===== src/rtl/multicycle_ctrl_if.sv =====
// Memory port handshake between the multi-cycle controller and the shared instruction/data memory.
// The controller is the master: it requests, selects the address source and strobes writes.
interface multicycle_ctrl_if;
    logic mem_req;
    logic mem_we;
    logic iord;
    logic mem_ready;

    modport master (
        output mem_req,
        output mem_we,
        output iord,
        input  mem_ready
    );

    modport slave (
        input  mem_req,
        input  mem_we,
        input  iord,
        output mem_ready
    );
endinterface


===== src/rtl/multicycle_ctrl.sv =====
// FSM controller for a multi-cycle MIPS datapath sharing one memory port for instructions and data.
// Sequences FETCH/DECODE/EXEC/MEM/WB, stalls on mem_ready and halts on illegal opcodes or memory timeouts.
module multicycle_ctrl #(
    parameter int TIMEOUT   = 255,
    parameter int TIMEOUT_W = 8
) (
    input  logic                     clk,
    input  logic                     rst_n,
    multicycle_ctrl_if.master        mem,
    input  logic [5:0]               opcode,
    input  logic [5:0]               funct,
    input  logic                     zero,
    output logic                     ir_write,
    output logic                     pc_write,
    output logic [1:0]               pc_src,
    output logic                     reg_write,
    output logic [1:0]               reg_dst,
    output logic [1:0]               mem_to_reg,
    output logic                     alu_src_a,
    output logic [1:0]               alu_src_b,
    output logic [1:0]               alu_op,
    output logic                     retire,
    output logic                     illegal,
    output logic                     timeout,
    output logic [2:0]               state
);

    typedef enum logic [2:0] {
        S_RST    = 3'd0,
        S_FETCH  = 3'd1,
        S_DECODE = 3'd2,
        S_EXEC   = 3'd3,
        S_MEM    = 3'd4,
        S_WB     = 3'd5,
        S_HALT   = 3'd7
    } state_t;

    typedef enum logic [3:0] {
        C_R, C_ADDI, C_LW, C_SW, C_BEQ, C_BNE, C_J, C_JAL, C_JR, C_ILL
    } class_t;

    localparam logic [5:0] OP_RTYPE = 6'h00;
    localparam logic [5:0] OP_J     = 6'h02;
    localparam logic [5:0] OP_JAL   = 6'h03;
    localparam logic [5:0] OP_BEQ   = 6'h04;
    localparam logic [5:0] OP_BNE   = 6'h05;
    localparam logic [5:0] OP_ADDI  = 6'h08;
    localparam logic [5:0] OP_LW    = 6'h23;
    localparam logic [5:0] OP_SW    = 6'h2B;
    localparam logic [5:0] FN_JR    = 6'h08;
    localparam logic [TIMEOUT_W-1:0] WAIT_LIMIT = TIMEOUT_W'(TIMEOUT);

    state_t                state_q, state_d;
    class_t                class_q, class_d, dec_class;
    logic [TIMEOUT_W-1:0]  wait_q, wait_d;
    logic                  illegal_q, illegal_d;
    logic                  timeout_q, timeout_d;
    logic                  mem_req_c, mem_we_c, iord_c;

    always_comb begin
        dec_class = C_ILL;
        case (opcode)
            OP_RTYPE: dec_class = (funct == FN_JR) ? C_JR : C_R;
            OP_J:     dec_class = C_J;
            OP_JAL:   dec_class = C_JAL;
            OP_BEQ:   dec_class = C_BEQ;
            OP_BNE:   dec_class = C_BNE;
            OP_ADDI:  dec_class = C_ADDI;
            OP_LW:    dec_class = C_LW;
            OP_SW:    dec_class = C_SW;
            default:  dec_class = C_ILL;
        endcase
    end

    // Async reset drops state to RST, so the memory strobes fall with rst_n without waiting for a clock.
    always_ff @(posedge clk or negedge rst_n) begin
        if (!rst_n) begin
            state_q   <= S_RST;
            class_q   <= C_R;
            wait_q    <= '0;
            illegal_q <= 1'b0;
            timeout_q <= 1'b0;
        end else begin
            state_q   <= state_d;
            class_q   <= class_d;
            wait_q    <= wait_d;
            illegal_q <= illegal_d;
            timeout_q <= timeout_d;
        end
    end

    always_comb begin
        state_d    = state_q;
        class_d    = class_q;
        wait_d     = wait_q;
        illegal_d  = illegal_q;
        timeout_d  = timeout_q;
        mem_req_c  = 1'b0;
        mem_we_c   = 1'b0;
        iord_c     = 1'b0;
        ir_write   = 1'b0;
        pc_write   = 1'b0;
        pc_src     = 2'b00;
        reg_write  = 1'b0;
        reg_dst    = 2'b00;
        mem_to_reg = 2'b00;
        alu_src_a  = 1'b0;
        alu_src_b  = 2'b00;
        alu_op     = 2'b00;
        retire     = 1'b0;

        case (state_q)
            S_RST: state_d = S_FETCH;

            S_FETCH: begin
                mem_req_c = 1'b1;
                if (mem.mem_ready) begin
                    ir_write  = 1'b1;
                    pc_write  = 1'b1;
                    alu_src_b = 2'b01;
                    state_d   = S_DECODE;
                end
            end

            S_DECODE: begin
                alu_src_b = 2'b11;
                class_d   = dec_class;
                case (dec_class)
                    C_J, C_JAL: begin
                        pc_write = 1'b1;
                        pc_src   = 2'b10;
                        retire   = 1'b1;
                        state_d  = S_FETCH;
                        if (dec_class == C_JAL) begin
                            reg_write  = 1'b1;
                            reg_dst    = 2'b10;
                            mem_to_reg = 2'b10;
                        end
                    end
                    C_JR: begin
                        pc_write = 1'b1;
                        pc_src   = 2'b11;
                        retire   = 1'b1;
                        state_d  = S_FETCH;
                    end
                    C_ILL: begin
                        illegal_d = 1'b1;
                        state_d   = S_HALT;
                    end
                    default: state_d = S_EXEC;
                endcase
            end

            S_EXEC: begin
                alu_src_a = 1'b1;
                case (class_q)
                    C_R: begin
                        alu_op  = 2'b10;
                        state_d = S_WB;
                    end
                    C_ADDI: begin
                        alu_src_b = 2'b10;
                        state_d   = S_WB;
                    end
                    C_LW, C_SW: begin
                        alu_src_b = 2'b10;
                        state_d   = S_MEM;
                    end
                    C_BEQ, C_BNE: begin
                        alu_op   = 2'b01;
                        pc_src   = 2'b01;
                        pc_write = zero ^ (class_q == C_BNE);
                        retire   = 1'b1;
                        state_d  = S_FETCH;
                    end
                    default: state_d = S_HALT;
                endcase
            end

            S_MEM: begin
                mem_req_c = 1'b1;
                iord_c    = 1'b1;
                mem_we_c  = (class_q == C_SW);
                if (mem.mem_ready) begin
                    if (class_q == C_SW) begin
                        retire  = 1'b1;
                        state_d = S_FETCH;
                    end else begin
                        state_d = S_WB;
                    end
                end
            end

            S_WB: begin
                reg_write = 1'b1;
                retire    = 1'b1;
                state_d   = S_FETCH;
                if (class_q == C_R) begin
                    reg_dst = 2'b01;
                end else if (class_q == C_LW) begin
                    mem_to_reg = 2'b01;
                end
            end

            S_HALT: state_d = S_HALT;

            default: state_d = S_RST;
        endcase

        // Count consecutive stalled memory cycles; the limit overrides whatever the state chose.
        if (state_q == S_FETCH || state_q == S_MEM) begin
            if (mem.mem_ready) begin
                wait_d = '0;
            end else begin
                wait_d = wait_q + 1'b1;
                if (TIMEOUT != 0 && wait_d == WAIT_LIMIT) begin
                    timeout_d = 1'b1;
                    state_d   = S_HALT;
                end
            end
        end
    end

    assign mem.mem_req = mem_req_c;
    assign mem.mem_we  = mem_we_c;
    assign mem.iord    = iord_c;
    assign illegal     = illegal_q;
    assign timeout     = timeout_q;
    assign state       = state_q;

endmodule


===== src/flat_wrapper.sv =====
// flat-port wrapper written by rule: the top's interface ports become plain ports
module multicycle_ctrl_flat 
#(
    parameter int TIMEOUT   = 255,
    parameter int TIMEOUT_W = 8
)
  (clk, rst_n, opcode, funct, zero, ir_write, pc_write, pc_src, reg_write, reg_dst, mem_to_reg, alu_src_a, alu_src_b, alu_op, retire, illegal, timeout, state, mem_mem_req, mem_mem_we, mem_iord, mem_mem_ready);
  multicycle_ctrl_if mem_i ();
  input  logic clk;
  input  logic rst_n;
  input  logic [5:0] opcode;
  input  logic [5:0] funct;
  input  logic zero;
  output logic ir_write;
  output logic pc_write;
  output logic [1:0] pc_src;
  output logic reg_write;
  output logic [1:0] reg_dst;
  output logic [1:0] mem_to_reg;
  output logic alu_src_a;
  output logic [1:0] alu_src_b;
  output logic [1:0] alu_op;
  output logic retire;
  output logic illegal;
  output logic timeout;
  output logic [2:0] state;
  output wire logic [$bits(mem_i.mem_req)-1:0] mem_mem_req;
  output wire logic [$bits(mem_i.mem_we)-1:0] mem_mem_we;
  output wire logic [$bits(mem_i.iord)-1:0] mem_iord;
  input wire logic [$bits(mem_i.mem_ready)-1:0] mem_mem_ready;
  assign mem_mem_req = mem_i.mem_req;
  assign mem_mem_we = mem_i.mem_we;
  assign mem_iord = mem_i.iord;
  assign mem_i.mem_ready = mem_mem_ready;
  multicycle_ctrl #(.TIMEOUT(TIMEOUT), .TIMEOUT_W(TIMEOUT_W)) u_core (.clk(clk), .rst_n(rst_n), .mem(mem_i), .opcode(opcode), .funct(funct), .zero(zero), .ir_write(ir_write), .pc_write(pc_write), .pc_src(pc_src), .reg_write(reg_write), .reg_dst(reg_dst), .mem_to_reg(mem_to_reg), .alu_src_a(alu_src_a), .alu_src_b(alu_src_b), .alu_op(alu_op), .retire(retire), .illegal(illegal), .timeout(timeout), .state(state));
endmodule

===== config.mk =====
export PLATFORM = sky130hd
export DESIGN_NAME = multicycle_ctrl_flat
export DESIGN_NICKNAME = d
export VERILOG_FILES = /design/src/rtl/multicycle_ctrl_if.sv /design/src/rtl/multicycle_ctrl.sv /design/src/flat_wrapper.sv
export SDC_FILE = /design/constraint.sdc
export NUM_CORES = 1
export LEC_CHECK = 0
export CAP_MARGIN = 0
export CORE_AREA = 2 2 89 48
export DETAILED_ROUTE_END_ITERATION = 16
export DIE_AREA = 0 0 91 50
export GPL_TIMING_DRIVEN = 0
export SLEW_MARGIN = 20
export SYNTH_ARGS = -nofsm -noshare
export SYNTH_HDL_FRONTEND = slang
export SYNTH_SLANG_ARGS = --single-unit
export TNS_END_PERCENT = 100

===== constraint.sdc =====
create_clock -name clk -period 2.4 [get_ports clk]
set_input_delay 0.48 -clock clk [delete_from_list [all_inputs] [get_ports clk]]
set_output_delay 0.48 -clock clk [all_outputs]
set_load 0.05 [all_outputs]

After elaboration in Yosys (flattened, before gate mapping)
Index checks and enable logic that the tools add are counted.

word-level totals
  input port bits = 16
  register bits after elaboration = 17
  output and inout port bits = 23

operators by class
  equal/unequal tests = 24
  reduce and logical (&&, ||, !) cells = 14
  muxes and demuxes = 43
  bitwise operators = 2
  $add $sub $neg = 1

operators with widths
  kind                 count
  $pmux 4 s8           1
  $pmux 2 s2           5
  $mux 3               6
  $pmux 3 s6           1
  $mux 1               17
  $eq 4x3->1 const B   4
  $eq 6x2->1 const B   2
  $eq 6x3->1 const B   2
  $eq 6x4->1 const B   2
  $eq 6x6->1 const B   2
  $reduce_or 2->1      6
  $mux 2               5
  $eq 3x3->1 const B   3
  $pmux 3 s3           1
  $add 8x1->8 const B  1
  $eq 4x2->1 const B   2
  $eq 4x4->1 const B   2
  $eq 8x8->1 const B   1
  $mux 8               1
  $eq 3x2->1 const B   2
  $logic_not 6->1      1
  $pmux 2 s3           1
  $pmux 3 s2           1
  $reduce_or 3->1      2
  other kinds (13)     13

Logic depth before layout (Yosys ltp)
  depth in word-level cells = 10
  mapped depth = 8
  mapped depth without buffers = 6

Worst setup path after synthesis
No wires, ideal clock.

  kind = reg2out
  start point = register u_core.state_q[1], in the netlist u_core.state[1]
  end point = output port reg_dst[1]
  arrival time = 2.960 ns
  path slack = -1.040 ns
  stages on the path, launching flop included = 7
  cells stage by stage = dfrtp_1 buf_4 nand2b_1 or2_2 clkbuf_1 nor3_1 buf_4

between the ends
  word-level cells in the longest chain between the ends = 2

ends and longest elaborated chain
  what                                             line                    text
  from (decl)                                      multicycle_ctrl.sv:53   state_t state_q, state_d;
  from (signal assigned)                           multicycle_ctrl.sv:84   state_q <= state_d;
  $eq 3x3->1 / $eq 3x2->1 (equally long branches)  multicycle_ctrl.sv:112  case (state_q)
  $pmux 2 s2 *                                     multicycle_ctrl.sv:112
  to (decl)                                        flat_wrapper.sv:18      output logic [1:0] reg_dst;

Every way passes the cells marked *; elsewhere a longest branch is shown, timed or not.

Final worst setup path
  start point = input port opcode[3]
  end point = output port pc_src[0]

between the ends
  word-level cells in the longest chain between the ends = 6

ends and longest elaborated chain
  what                                line                    text
  from (decl)                         flat_wrapper.sv:11      input logic [5:0] opcode;
  $eq 6x6->1 (tied with other cells)  multicycle_ctrl.sv:62   case (opcode)
  $pmux 4 s8 *                        multicycle_ctrl.sv:62
  $eq 4x3->1                          multicycle_ctrl.sv:128  case (dec_class)
  $reduce_or 2->1                     --
  $pmux 2 s2 *                        multicycle_ctrl.sv:128
  $pmux 2 s2 *                        multicycle_ctrl.sv:112
  to (decl)                           flat_wrapper.sv:16      output logic [1:0] pc_src;

Marked as above.

==> qor.yml <==
sta:
  finClkSkew_ns: 0.00406
  finalCriticalPeriod_ns: 2.33
  rsz0062_at_grt: "false"
  tightest_slew_ns: 0.786
  slew_viol_final: 0
  fmax_mhz: 429
  post-route-period-util: 0.972
  fin_ws_ns: 0.0678
  setup_viol: 0
  hold_viol: 0
  hold_ws_ns: 0.474
  slew_headroom: 0.475
setup_path:
  critPathRequiredTime_ns: 1.92
  worstReg2RegEnd: "u_core.state[1]"
  rrSetupSlack_ns: 0.23
  r2r_start: "u_core.wait_q[0]"
  criticalPathCategory: "input port to output pin"
  cp_max_fo: 6
  cp-start-kind: "input port"
  crit_end: "pc_src[0]"
  rr_worst_depth: 6
  crit_arrival_ns: 1.85
  cp-startpoint: "opcode[3]"
  worst_setup_path_end_kind: "output pin"
routing:
  detail-route-antenna-nets: 0
  drt-initial-drc-count: 85
  viasPerCell: 5.14
  wirelength_mm: 3.58
  drt_first_pass_iters: 5
  drc_errors: 0
  wl_per_cell_microns: 14.1
  vias: 1305
placement:
  gp_congestion: 0.890
  placed_area_sq_um: 1780
  io_buffer_count: 38
  pre_cts_ws_ns: -1.03
  dp.cells: 248
  dp_hpwl_mm: 2.86
logic_synthesis:
  synth_async_sr_flop_share: 1.00
  synth_largest_area_cell: "dfrtp_1"
  ys_types: 44
  syn_avg_cell_area_sq_um: 8.20
  synth_edf_count: 0
  synth-seq-cells: 17
  synthCells: 156
  synthesis.nets: 174
  ys.flop_type: "dfrtp_1"
  synth.yosys.seq_area_share: 0.332
  netlist_area_sq_um: 1280
  yosys.area.top_type_share: 0.332
  synth_top_cells_by_area: "dfrtp_1, nand2_1, o21ai_0, o31ai_1, nand2b_1"
  synth_warnings: 0
pwr:
  p_leak_nw: 0.819
  pwr_density_cell_nw_per_um2: 1150
  ir_drop_uv: 478
clocking:
  cts_tree: "done"
  path_clk_slew_ns: 0.06
  clock_latency_ns: 0.25
  cts_max_level: 1
  clockBufferDepth: 2
  clock_sinks: 17
  numCtsBuffers: 3
  clockRootBuffer: "clkbuf_8"
floorplan:
  die_area_sq_um: 4550
  start_util: 0.340
  die_w_microns: 91
  io_pins: 39
  core-area_sq_um: 3760
  fp.dieH_microns: 50
  rows: 16
hold_path:
  worst_hold_path_type: "flip-flop to flip-flop"
final_layout:
  area_growth_pct: 41.1
  stdcell_count: 254
  final_util: 0.480
  nets: 219
  drive_above_1_share: 0.280
  stdcell_area_sq_um: 1810
  nFillCells: 372
  antenna_cells: 0
global_route:
  grt_overflow: 0
  first_global_vias: 1196
  antenna_found_initial: 0
  grt_max_degree: 18
  grt_pass1_wl_mm: 5.93
  grt_usage: 0.165
run_status:
  status: "complete, no violations"
flow_run:
  drv_cap: 0
-- worst max-delay path, cell delays in order --
cell     delay, ns
buf_2         0.14
or4_4         0.55
nor3_4        0.22
buf_4         0.14
nand2_1       0.07
nand2_1       0.10
buf_6         0.16
-- synthesized netlist by cell type, types with 4 or more instances --
| library cell | count |
|---|---|
| inv_1 | 5 |
| nor2_1 | 12 |
| o31ai_1 | 7 |
| nand3_1 | 5 |
| xnor2_1 | 4 |
| a21oi_1 | 6 |
| o21ai_0 | 15 |
| nor3_1 | 4 |
| nor2b_1 | 4 |
| nand2b_1 | 8 |
| dfrtp_1 | 17 |
| nand2_1 | 21 |
-- report_power, final --
part / leakage [nW] / switching (mW) / internal [mW]
Combinational: 0.582 / 0.867 / 0.462
Clock: 0.0255 / 0.101 / 0.115
Sequential: 0.211 / 0.142 / 0.393
Total: 0.819 / 1.11 / 0.970
-- layer usage --
layer	GRT usage	up-vias	wire, microns
met1	0.255	602	1880
li1	-	650	-
met4	0.0455	0	39
met5	0	-	0
met3	0.0306	5	264
met2	0.232	48	1390
-- layout by cell type, fill, tap and decap left out, types with 4 or more instances in the layout --
master / instances
dlygate4sd2_1: 6
nand2b_1: 8
buf_2: 5
dfrtp_1: 14
nand2_1: 20
nor2b_1: 4
xnor2_1: 4
clkbuf_2: 8
a21oi_1: 6
inv_1: 4
clkdlybuf4s50_1: 8
o21ai_0: 14
nor2_1: 11
buf_6: 5
buf_4: 7
nand3_1: 5
o31ai_1: 6
-- cell type report --
type,count,area (sq um),share of cell area
plain buffers,7,58.8,0.0326
clock inverters,1,5.00,0.00277
repair buffers,41,343,0.190
clock buffers,3,41.3,0.0229
inverters,6,31.3,0.0173
multi-input cells,125,830,0.459
flip-flops and latches,17,429,0.238
well taps,54,67.6,0.0374
-- worst min-delay path by stage --
stage,start,end,slack (ns),depth (start not counted)
2_1_floorplan,rst_n,u_core.class_q[0],0.18,0
3_3_place_gp,u_core.illegal,u_core.illegal,0.45,1
3_5_place_dp,u_core.illegal,u_core.illegal,0.46,1
4_1_cts,u_core.illegal,u_core.illegal,0.48,1
5_1_grt,u_core.timeout,u_core.timeout,0.52,1
6_report,u_core.illegal,u_core.illegal,0.47,1
-- registers in the layout (all words and copies together), names as in the netlist --
signal and count:
u_core.illegal 1, u_core.class_q 4, u_core.wait_q 8, u_core.timeout 1, u_core.state 3
-- cell families after synthesis --
family	synth area share
flops	0.332
xor+xnor	0.0342
simple gates	0.311
fa+ha+maj	0.0195
buf+inv	0.0694
mux	0.00782
compound gates	0.226
-- what timing repair did --
| action | CTS | global route |
|---|---|---|
| pin swaps | 3 | 6 |
| gates resized for setup | 80 | 23 |
| hold buffers | 0 | 0 |
| endpoints found under the setup margin | 17 | 12 |
| setup buffers | 2 | 1 |
-- through the flow --
step	total power, mW	setup TNS [ns]
final	2.08	0
after global routing	2.23	0
after CTS	2.08	-0.00793
after detailed placement	1.91	-6.70
after global placement	1.89	-6.53
after floorplan	1.50	-0.347
(Power assumes the default switching activity.)
